### src/rtl/mc_controller_pkg.sv
// Shared types and encodings for the multicycle MIPS controller and its ALU decoder.
package mc_controller_pkg;

    typedef logic        u1;
    typedef logic [31:0] u32;

    typedef enum logic [3:0] {
        FETCH, DECODE, MEMADR, MEMRD, MEMWB, MEMWR,
        EXECUTE, ALUWB, BRANCH, ADDIEXEC, ADDIWB, JUMP
    } state_t;

    localparam logic [5:0] OP_RTYPE = 6'b000000;
    localparam logic [5:0] OP_J     = 6'b000010;
    localparam logic [5:0] OP_BEQ   = 6'b000100;
    localparam logic [5:0] OP_ADDI  = 6'b001000;
    localparam logic [5:0] OP_LW    = 6'b100011;
    localparam logic [5:0] OP_SW    = 6'b101011;

    localparam logic [5:0] FUNCT_ADD = 6'b100000;
    localparam logic [5:0] FUNCT_SUB = 6'b100010;
    localparam logic [5:0] FUNCT_AND = 6'b100100;
    localparam logic [5:0] FUNCT_OR  = 6'b100101;
    localparam logic [5:0] FUNCT_SLT = 6'b101010;

    typedef enum logic [1:0] {
        ALUOP_ADD   = 2'b00,
        ALUOP_SUB   = 2'b01,
        ALUOP_FUNCT = 2'b10
    } aluop_t;

    localparam logic [2:0] ALU_AND = 3'b000;
    localparam logic [2:0] ALU_OR  = 3'b001;
    localparam logic [2:0] ALU_ADD = 3'b010;
    localparam logic [2:0] ALU_SUB = 3'b110;
    localparam logic [2:0] ALU_SLT = 3'b111;

    function automatic u1 is_legal_op(input logic [5:0] op);
        return (op == OP_LW) || (op == OP_SW) || (op == OP_RTYPE) ||
               (op == OP_BEQ) || (op == OP_ADDI) || (op == OP_J);
    endfunction

endpackage

### src/rtl/mc_controller_aludec.sv
// ALU decoder: maps the FSM's aluop class and the R-type funct field to an ALU operation.
module aludec
    import mc_controller_pkg::*;
(
    input  aluop_t     aluop,
    input  logic [5:0] funct,
    output logic [2:0] alucontrol
);

    always_comb begin
        alucontrol = ALU_ADD;
        unique case (aluop)
            ALUOP_SUB: alucontrol = ALU_SUB;
            ALUOP_FUNCT: begin
                unique case (funct)
                    FUNCT_SUB: alucontrol = ALU_SUB;
                    FUNCT_AND: alucontrol = ALU_AND;
                    FUNCT_OR:  alucontrol = ALU_OR;
                    FUNCT_SLT: alucontrol = ALU_SLT;
                    default:   alucontrol = ALU_ADD;
                endcase
            end
            default: alucontrol = ALU_ADD;
        endcase
    end

endmodule

### src/rtl/mc_controller.sv
// Multicycle MIPS control unit: Moore FSM, PC enable, illegal-opcode pulse and retired-instruction counter.
module mc_controller
    import mc_controller_pkg::*;
#(
    parameter int unsigned CNT_W = 32
) (
    input  logic             clk,
    input  logic             reset,
    input  logic [5:0]       op,
    input  logic [5:0]       funct,
    input  logic             zero,
    output logic             iord,
    output logic             memwrite,
    output logic             irwrite,
    output logic             regwrite,
    output logic             regdst,
    output logic             memtoreg,
    output logic             alusrca,
    output logic [1:0]       alusrcb,
    output logic [1:0]       pcsrc,
    output logic [2:0]       alucontrol,
    output logic             pcen,
    output logic             illegal,
    output logic [CNT_W-1:0] instret
);

    state_t            r_state;
    state_t            w_next;
    state_t            w_out_state;
    logic [CNT_W-1:0]  r_instret;
    logic              w_pcwrite;
    logic              w_branch;
    logic              w_retire;
    aluop_t            w_aluop;

    always_ff @(posedge clk) begin
        if (reset) begin
            r_state   <= FETCH;
            r_instret <= '0;
        end else begin
            r_state <= w_next;
            if (w_retire) r_instret <= r_instret + CNT_W'(1);
        end
    end

    always_comb begin
        w_next = FETCH;
        unique case (r_state)
            FETCH:  w_next = DECODE;
            DECODE: begin
                unique case (op)
                    OP_LW, OP_SW: w_next = MEMADR;
                    OP_RTYPE:     w_next = EXECUTE;
                    OP_BEQ:       w_next = BRANCH;
                    OP_ADDI:      w_next = ADDIEXEC;
                    OP_J:         w_next = JUMP;
                    default:      w_next = FETCH;
                endcase
            end
            MEMADR:   w_next = (op == OP_SW) ? MEMWR : MEMRD;
            MEMRD:    w_next = MEMWB;
            EXECUTE:  w_next = ALUWB;
            ADDIEXEC: w_next = ADDIWB;
            default:  w_next = FETCH;
        endcase
    end

    always_comb begin
        w_retire = 1'b0;
        unique case (r_state)
            MEMWB, MEMWR, ALUWB, ADDIWB, BRANCH, JUMP: w_retire = 1'b1;
            default:                                   w_retire = 1'b0;
        endcase
    end

    // While reset is held the outputs present FETCH values with all write enables gated off.
    always_comb begin
        w_out_state = reset ? FETCH : r_state;
        iord      = 1'b0;
        memwrite  = 1'b0;
        irwrite   = 1'b0;
        regwrite  = 1'b0;
        regdst    = 1'b0;
        memtoreg  = 1'b0;
        alusrca   = 1'b0;
        alusrcb   = 2'b00;
        pcsrc     = 2'b00;
        illegal   = 1'b0;
        w_pcwrite = 1'b0;
        w_branch  = 1'b0;
        w_aluop   = ALUOP_ADD;
        unique case (w_out_state)
            FETCH: begin
                irwrite   = 1'b1;
                w_pcwrite = 1'b1;
                alusrcb   = 2'b01;
            end
            DECODE: begin
                alusrcb = 2'b11;
                illegal = !is_legal_op(op);
            end
            MEMADR, ADDIEXEC: begin
                alusrca = 1'b1;
                alusrcb = 2'b10;
            end
            MEMRD: iord = 1'b1;
            MEMWB: begin
                memtoreg = 1'b1;
                regwrite = 1'b1;
            end
            MEMWR: begin
                iord     = 1'b1;
                memwrite = 1'b1;
            end
            EXECUTE: begin
                alusrca = 1'b1;
                w_aluop = ALUOP_FUNCT;
            end
            ALUWB: begin
                regdst   = 1'b1;
                regwrite = 1'b1;
            end
            ADDIWB: regwrite = 1'b1;
            BRANCH: begin
                alusrca  = 1'b1;
                w_aluop  = ALUOP_SUB;
                pcsrc    = 2'b01;
                w_branch = 1'b1;
            end
            JUMP: begin
                pcsrc     = 2'b10;
                w_pcwrite = 1'b1;
            end
            default: ;
        endcase
        if (reset) begin
            irwrite  = 1'b0;
            regwrite = 1'b0;
            memwrite = 1'b0;
            illegal  = 1'b0;
        end
    end

    assign pcen    = !reset && (w_pcwrite || (w_branch && zero));
    assign instret = r_instret;

    aludec u_aludec (
        .aluop      (w_aluop),
        .funct      (funct),
        .alucontrol (alucontrol)
    );

endmodule
### config.mk
export PLATFORM = sky130hd
export DESIGN_NAME = mc_controller
export DESIGN_NICKNAME = d
export VERILOG_FILES = /design/src/rtl/mc_controller_pkg.sv /design/src/rtl/mc_controller_aludec.sv /design/src/rtl/mc_controller.sv
export SDC_FILE = /design/constraint.sdc
export NUM_CORES = 1
export LEC_CHECK = 0
export ABC_AREA = 1
export CELL_PAD_IN_SITES_DETAIL_PLACEMENT = 0
export CELL_PAD_IN_SITES_GLOBAL_PLACEMENT = 1
export CORE_ASPECT_RATIO = 0.6
export CORE_MARGIN = 2
export CORE_UTILIZATION = 35
export DETAILED_ROUTE_END_ITERATION = 10
export GPL_TIMING_DRIVEN = 1
export PLACE_DENSITY = 0.86
export SYNTH_ARGS = -nofsm -noshare
export SYNTH_HDL_FRONTEND = slang
export SYNTH_HIERARCHICAL = 1
export SYNTH_SLANG_ARGS = --single-unit
### constraint.sdc
create_clock -name clk -period 4.2 [get_ports clk]
set_input_delay 1.05 -clock clk [delete_from_list [all_inputs] [get_ports clk]]
set_output_delay 1.05 -clock clk [all_outputs]
set_load 0.005 [all_outputs]
== After elaboration in Yosys (flattened, before gate mapping) ==
Index checks and enable logic that the tools add are counted.

* $add $sub $neg: 1
* Equality and inequality tests: 33
* Mux-type cells: 24
* Reduce and logical (&&, ||, !) cells: 20

{| class="wikitable"
|+ Operator list
! cell !! number
|-
| equality test 6 bit, second input constant || 6
|-
| adder 32 x 1 -> 32 bit, second input constant || 1
|-
| equality test 4 x 3 -> 1 bit, second input constant || 8
|-
| equality test 4 bit, second input constant || 8
|-
| one-hot mux 4 bit (6 select lines) || 1
|-
| one-hot mux 4 bit (5 select lines) || 1
|-
| equality test 4 x 2 -> 1 bit, second input constant || 4
|-
| 2-to-1 mux 1 bit || 15
|-
| one-hot mux 3 bit (4 select lines) || 1
|-
| equality test 4 x 1 -> 1 bit, second input constant || 2
|-
| logical NOT 4 bit || 2
|-
| one-hot mux 2 bit (2 select lines) || 2
|-
| OR reduction 2 bit || 4
|-
| equality test 6 x 2 -> 1 bit, second input constant || 1
|-
| equality test 6 x 3 -> 1 bit, second input constant || 1
|-
| equality test 6 x 4 -> 1 bit, second input constant || 1
|-
| logical NOT 6 bit || 1
|-
| logical OR 1 bit || 6
|-
| one-hot mux 2 bit (3 select lines) || 1
|-
| one-hot mux 3 bit (2 select lines) || 1
|-
| OR reduction 6 bit || 1
|-
| 2-to-1 mux 4 bit || 1
|-
| OR reduction 4 bit || 1
|-
| 2-to-1 mux 3 bit || 1
|-
| other kinds (5) || 7
|}

* Bits in registers: 36
* Output and inout port bits: 48

== Longest topological paths before layout ==
* Word-level depth: 9
* Mapped depth: 13
* Mapped depth without buffers: 12

== Hierarchy ==
The synthesis kept the hierarchy.

{| class="wikitable"
|+ Modules (own cells, without submodules)
! module !! times used !! cells each !! area each (sq um)
|-
| mc_controller || 1 || 393 || 2258.4
|-
| aludec || 1 || 37 || 173.9
|}

== Worst setup path after synthesis ==
No wires, ideal clock.

* Path type: in2out
* From: in reset
* To: out alucontrol[0]
* Arrival time: 2.315 ns
* Data required time: 3.150 ns
* Setup slack: 0.835 ns
* Stages: 8
* Cells stage by stage: buf_2 > clkinv_1 > nand2_1 > nor2_1 > inv_1 > ha_1 > or2_1 > a21oi_1

* Cells in the longest elaborated chain, start to end: 5
* Elaborated cells between the ends (all ways): 7
* Those cells by class: eq/ne (4); mux (3)

{| class="wikitable"
|+ RTL lines
! element !! RTL line !! text
|-
| from (decl) || mc_controller.sv:8 || <nowiki>input logic reset,</nowiki>
|-
| 2-to-1 mux 4 bit (*) || mc_controller.sv:78 || <nowiki>w_out_state = reset ? FETCH : r_state;</nowiki>
|-
| equality test 4 bit or equality test 4 x 3 -> 1 bit (tied branches) || mc_controller.sv:92 || <nowiki>unique case (w_out_state)</nowiki>
|-
| one-hot mux 2 bit (2 select lines) (*) || mc_controller.sv:92 ||
|-
| net w_aluop[0] || mc_controller.sv:34 || <nowiki>aluop_t w_aluop;</nowiki>
|-
| equality test 2 bit or equality test 2 x 1 -> 1 bit (tied branches) || mc_controller_aludec.sv:12 || <nowiki>unique case (aluop)</nowiki>
|-
| one-hot mux 3 bit (2 select lines) (*) || mc_controller_aludec.sv:12 ||
|-
| to (decl) || mc_controller.sv:21 || <nowiki>output logic [2:0] alucontrol,</nowiki>
|}

The timed path passes the listed nets; every way through them passes the cells marked *.

== Worst setup path in the final report ==
* From: in reset
* To: out alucontrol[0]

* Cells in the longest elaborated chain, start to end: 5
* Elaborated cells between the ends (all ways): 7
* Those cells by class: eq/ne (4); mux (3)

{| class="wikitable"
|+ RTL lines
! element !! RTL line
|-
| 2-to-1 mux 4 bit (*) || mc_controller.sv:78
|-
| equality test 4 bit or equality test 4 x 3 -> 1 bit (tied branches) || mc_controller.sv:92
|-
| one-hot mux 2 bit (2 select lines) (*) || mc_controller.sv:92
|-
| equality test 2 bit or equality test 2 x 1 -> 1 bit (tied branches) || mc_controller_aludec.sv:12
|-
| one-hot mux 3 bit (2 select lines) (*) || mc_controller_aludec.sv:12
|}

Mark *: on every way between the ends. The rest lies on a longest branch, timed or not.

==> flow_summary.toml <==
[power]
power.total_uw = 763
worst_ir_drop_vdd_mv = 0.171
power_density_mw_per_mm2 = 233
p_leak_uw = 0.00126

[flow_run]
drv_cap = 0

[global_routing]
antenna_found_initial = 0
overflow = 0
grt_max_degree = 34
grt_usage = 0.190
grt_pass1_wl_mm = 11.3
first_global_vias = 2327

[detailed_routing]
drtIter0Drc = 123
routed-via-count = 2714
via_per_inst = 4.67
final_antenna_net_count = 0
drc_errors = 0
avgRoutedWirePerCell_um = 12.3
routed_wl_mm = 7.14
firstDrtPassIters = 5

[critical_path]
cp.arrival_ns = 2.72
worstSetupStartpointType = "input pin"
worstPathMaxFanout = 4
critPathKind = "in -> out"
endpoint_kind = "output pin"
worstPathRequired_ns = 3.15

[yosys]
synth_area_leaders = "dfxtp_1 (30%), nand2_1 (18%), nor2_1 (15%)"
synthAdderAreaFrac = 0.0154
synth_top_area_share = 0.296
synthTopCellsByCount = "nand2_1 (118), nor2_1 (100), inv_1 (50)"
async_flop_share = 0
synth_cell_type_count = 28
netlist_area_mm2 = 0.00243
yosys.area_share.simple = 0.486
synth-xor-area-share = 0.0108
syn_avg_cell_area_um2 = 5.66
synth_edf_count = 0
yosysSeqAreaShare = 0.296
synth-seq-cells = 36
synth_area_leader_cell = "dfxtp_1"
synth_warnings = 6
synth_cells = 430
synthFlopType = "dfxtp_1"
synth_compound_area_frac = 0.0802
synth_nets = 448
synth_top_family_by_area = "simple AND/OR/NAND/NOR gates"
yosysMostFrequentCell = "nand2_1"
synthMuxAreaShare = 0

[placement]
place_hpwl_mm = 5.60
portBuffers = 62
pre_cts_ws_ns = 0.0768
place_area_mm2 = 0.00314
place_congestion = 0.849

[die]
dieArea_mm2 = 0.00765
io-pin-count = 63
initial_core_util = 0.363
coreArea_mm2 = 0.00671
die_w_um = 112
rows = 23
die_h_um = 68.6

[cts]
numCtsBuffers = 5
cts_setup_buffers = 0
clock_path_buffers = 2
clk_pin_slew_worst_paths_ns = 0.06
cts_tree = "done"
clkLatencyLatePin_ns = 0.29
cts.sinks = 36
cts-root-buf = "clkbuf_16"
h-tree-depth = 2

[finish]
syn_to_final_growth_pct = 34.8
n_antenna_cell = 0
nNetsFinal = 512
final_layout_size_suffix_gt1_frac = 0.0526
stdcell_area_mm2 = 0.00328
num-fill-cells = 748

[sta]
setup_viol_count_final = 0
hold_viol = 0
slew_viol_final = 0
max_freq_ghz = 0.265
worstMarginPinSlew_ns = 0.371
clock-skew-final_ns = 0.00820
relSlewSlack = 0.752
rsz0062_at_grt = "false"
worst_hold_slack_ns = 0.509
period_minus_slack_ns = 3.77
finalSetupTns_ns = 0
post-route-period-util = 0.898
setup_ws_ns = 0.430

[worst_hold_path]
min_path_type = "reg -> reg"

[run_status]
status = "complete, no violations"
[stage by stage]
| step | cells | utilization |
|---|---|---|
| floorplan | 430 | - |
| global placement | 574 | 0.468 |
| detailed placement | 574 | 0.468 |
| CTS | 581 | 0.488 |
| global route | 581 | 0.489 |
| finish | 581 | 0.489 |
[worst paths after layout]
| kind | depth (start not counted) | slack, ns | startpoint | to |
|---|---|---|---|---|
| max | 9 | 0.43 | reset | alucontrol[0] |
| min reg2reg | 1 | 0.51 | instret[0] | instret[0] |
| min | 1 | 0.51 | instret[0] | instret[0] |
| max reg2reg | 9 | 2.36 | r_state[0] | instret[22] |
[critical path, cell delays in order]
cell	delay (ns)
dlymetal6s2s_1	0.17
clkinv_1	0.07
nand2_1	0.07
nor2_2	0.11
inv_1	0.05
ha_1	0.32
or2_1	0.23
a21oi_1	0.12
clkdlybuf4s50_1	0.52
[placed cells by master (no fill, tap or decap), types with 3 or more instances in the layout]
cell,instances
a21oi_1,22
buf_4,4
clkbuf_16,5
clkdlybuf4s50_1,61
dfxtp_1,36
ha_1,3
inv_1,50
inv_2,6
nand2_1,118
nand3_1,38
nand4_1,9
nor2_1,99
nor2_2,8
nor3_1,6
o21ai_0,8
o21ai_1,3
xor2_1,3
[registers in the layout, indices dropped and copies added (netlist names)]
| register | flops |
|---|---|
| instret | 32 |
| r_state | 4 |
[repair_timing]
item / CTS / global route
resized for setup: 0 / 2
endpoints found under the setup margin: 0 / 1
hold buffers: 0 / 0
[logic make-up (layout without fill, tap and decap cells)]
| logic type | after synthesis | in the layout |
|---|---|---|
| AOI/OAI and AO/OA | 37 | 37 |
| and+or+nand+nor | 284 | 284 |
| buffers and inverters | 67 | 131 |
| DFF | 36 | 36 |
| xor gates and xnor gates | 3 | 3 |
| adders and majority gates | 3 | 3 |
[area by class of cell]
| class | instances | area (um2) | area share |
|---|---|---|---|
| clock buffers | 6 | 129 | 0.0393 |
| well taps | 87 | 109 | 0.0332 |
| flip-flops and latches | 36 | 721 | 0.220 |
| repair buffers | 66 | 653 | 0.199 |
| inverters | 58 | 218 | 0.0664 |
| multi-input cells | 327 | 1440 | 0.440 |
| clock inverters | 1 | 5.00 | 0.00153 |
[report_power, final]
| part | switching, uW | internal (uW) |
|---|---|---|
| logic | 32.2 | 29.4 |
| registers | 3.18 | 343 |
| clock network | 140 | 215 |
| total | 175 | 588 |
[layer usage]
layer	routed length, um	vias to the layer above	track usage
met2	2600	51	0.262
met4	74	0	0.0556
li1	-	1476	-
met1	4010	1179	0.288
met5	0	-	0
met3	454	8	0.0446
No activity file was read; power rests on OpenSTA's default activity.
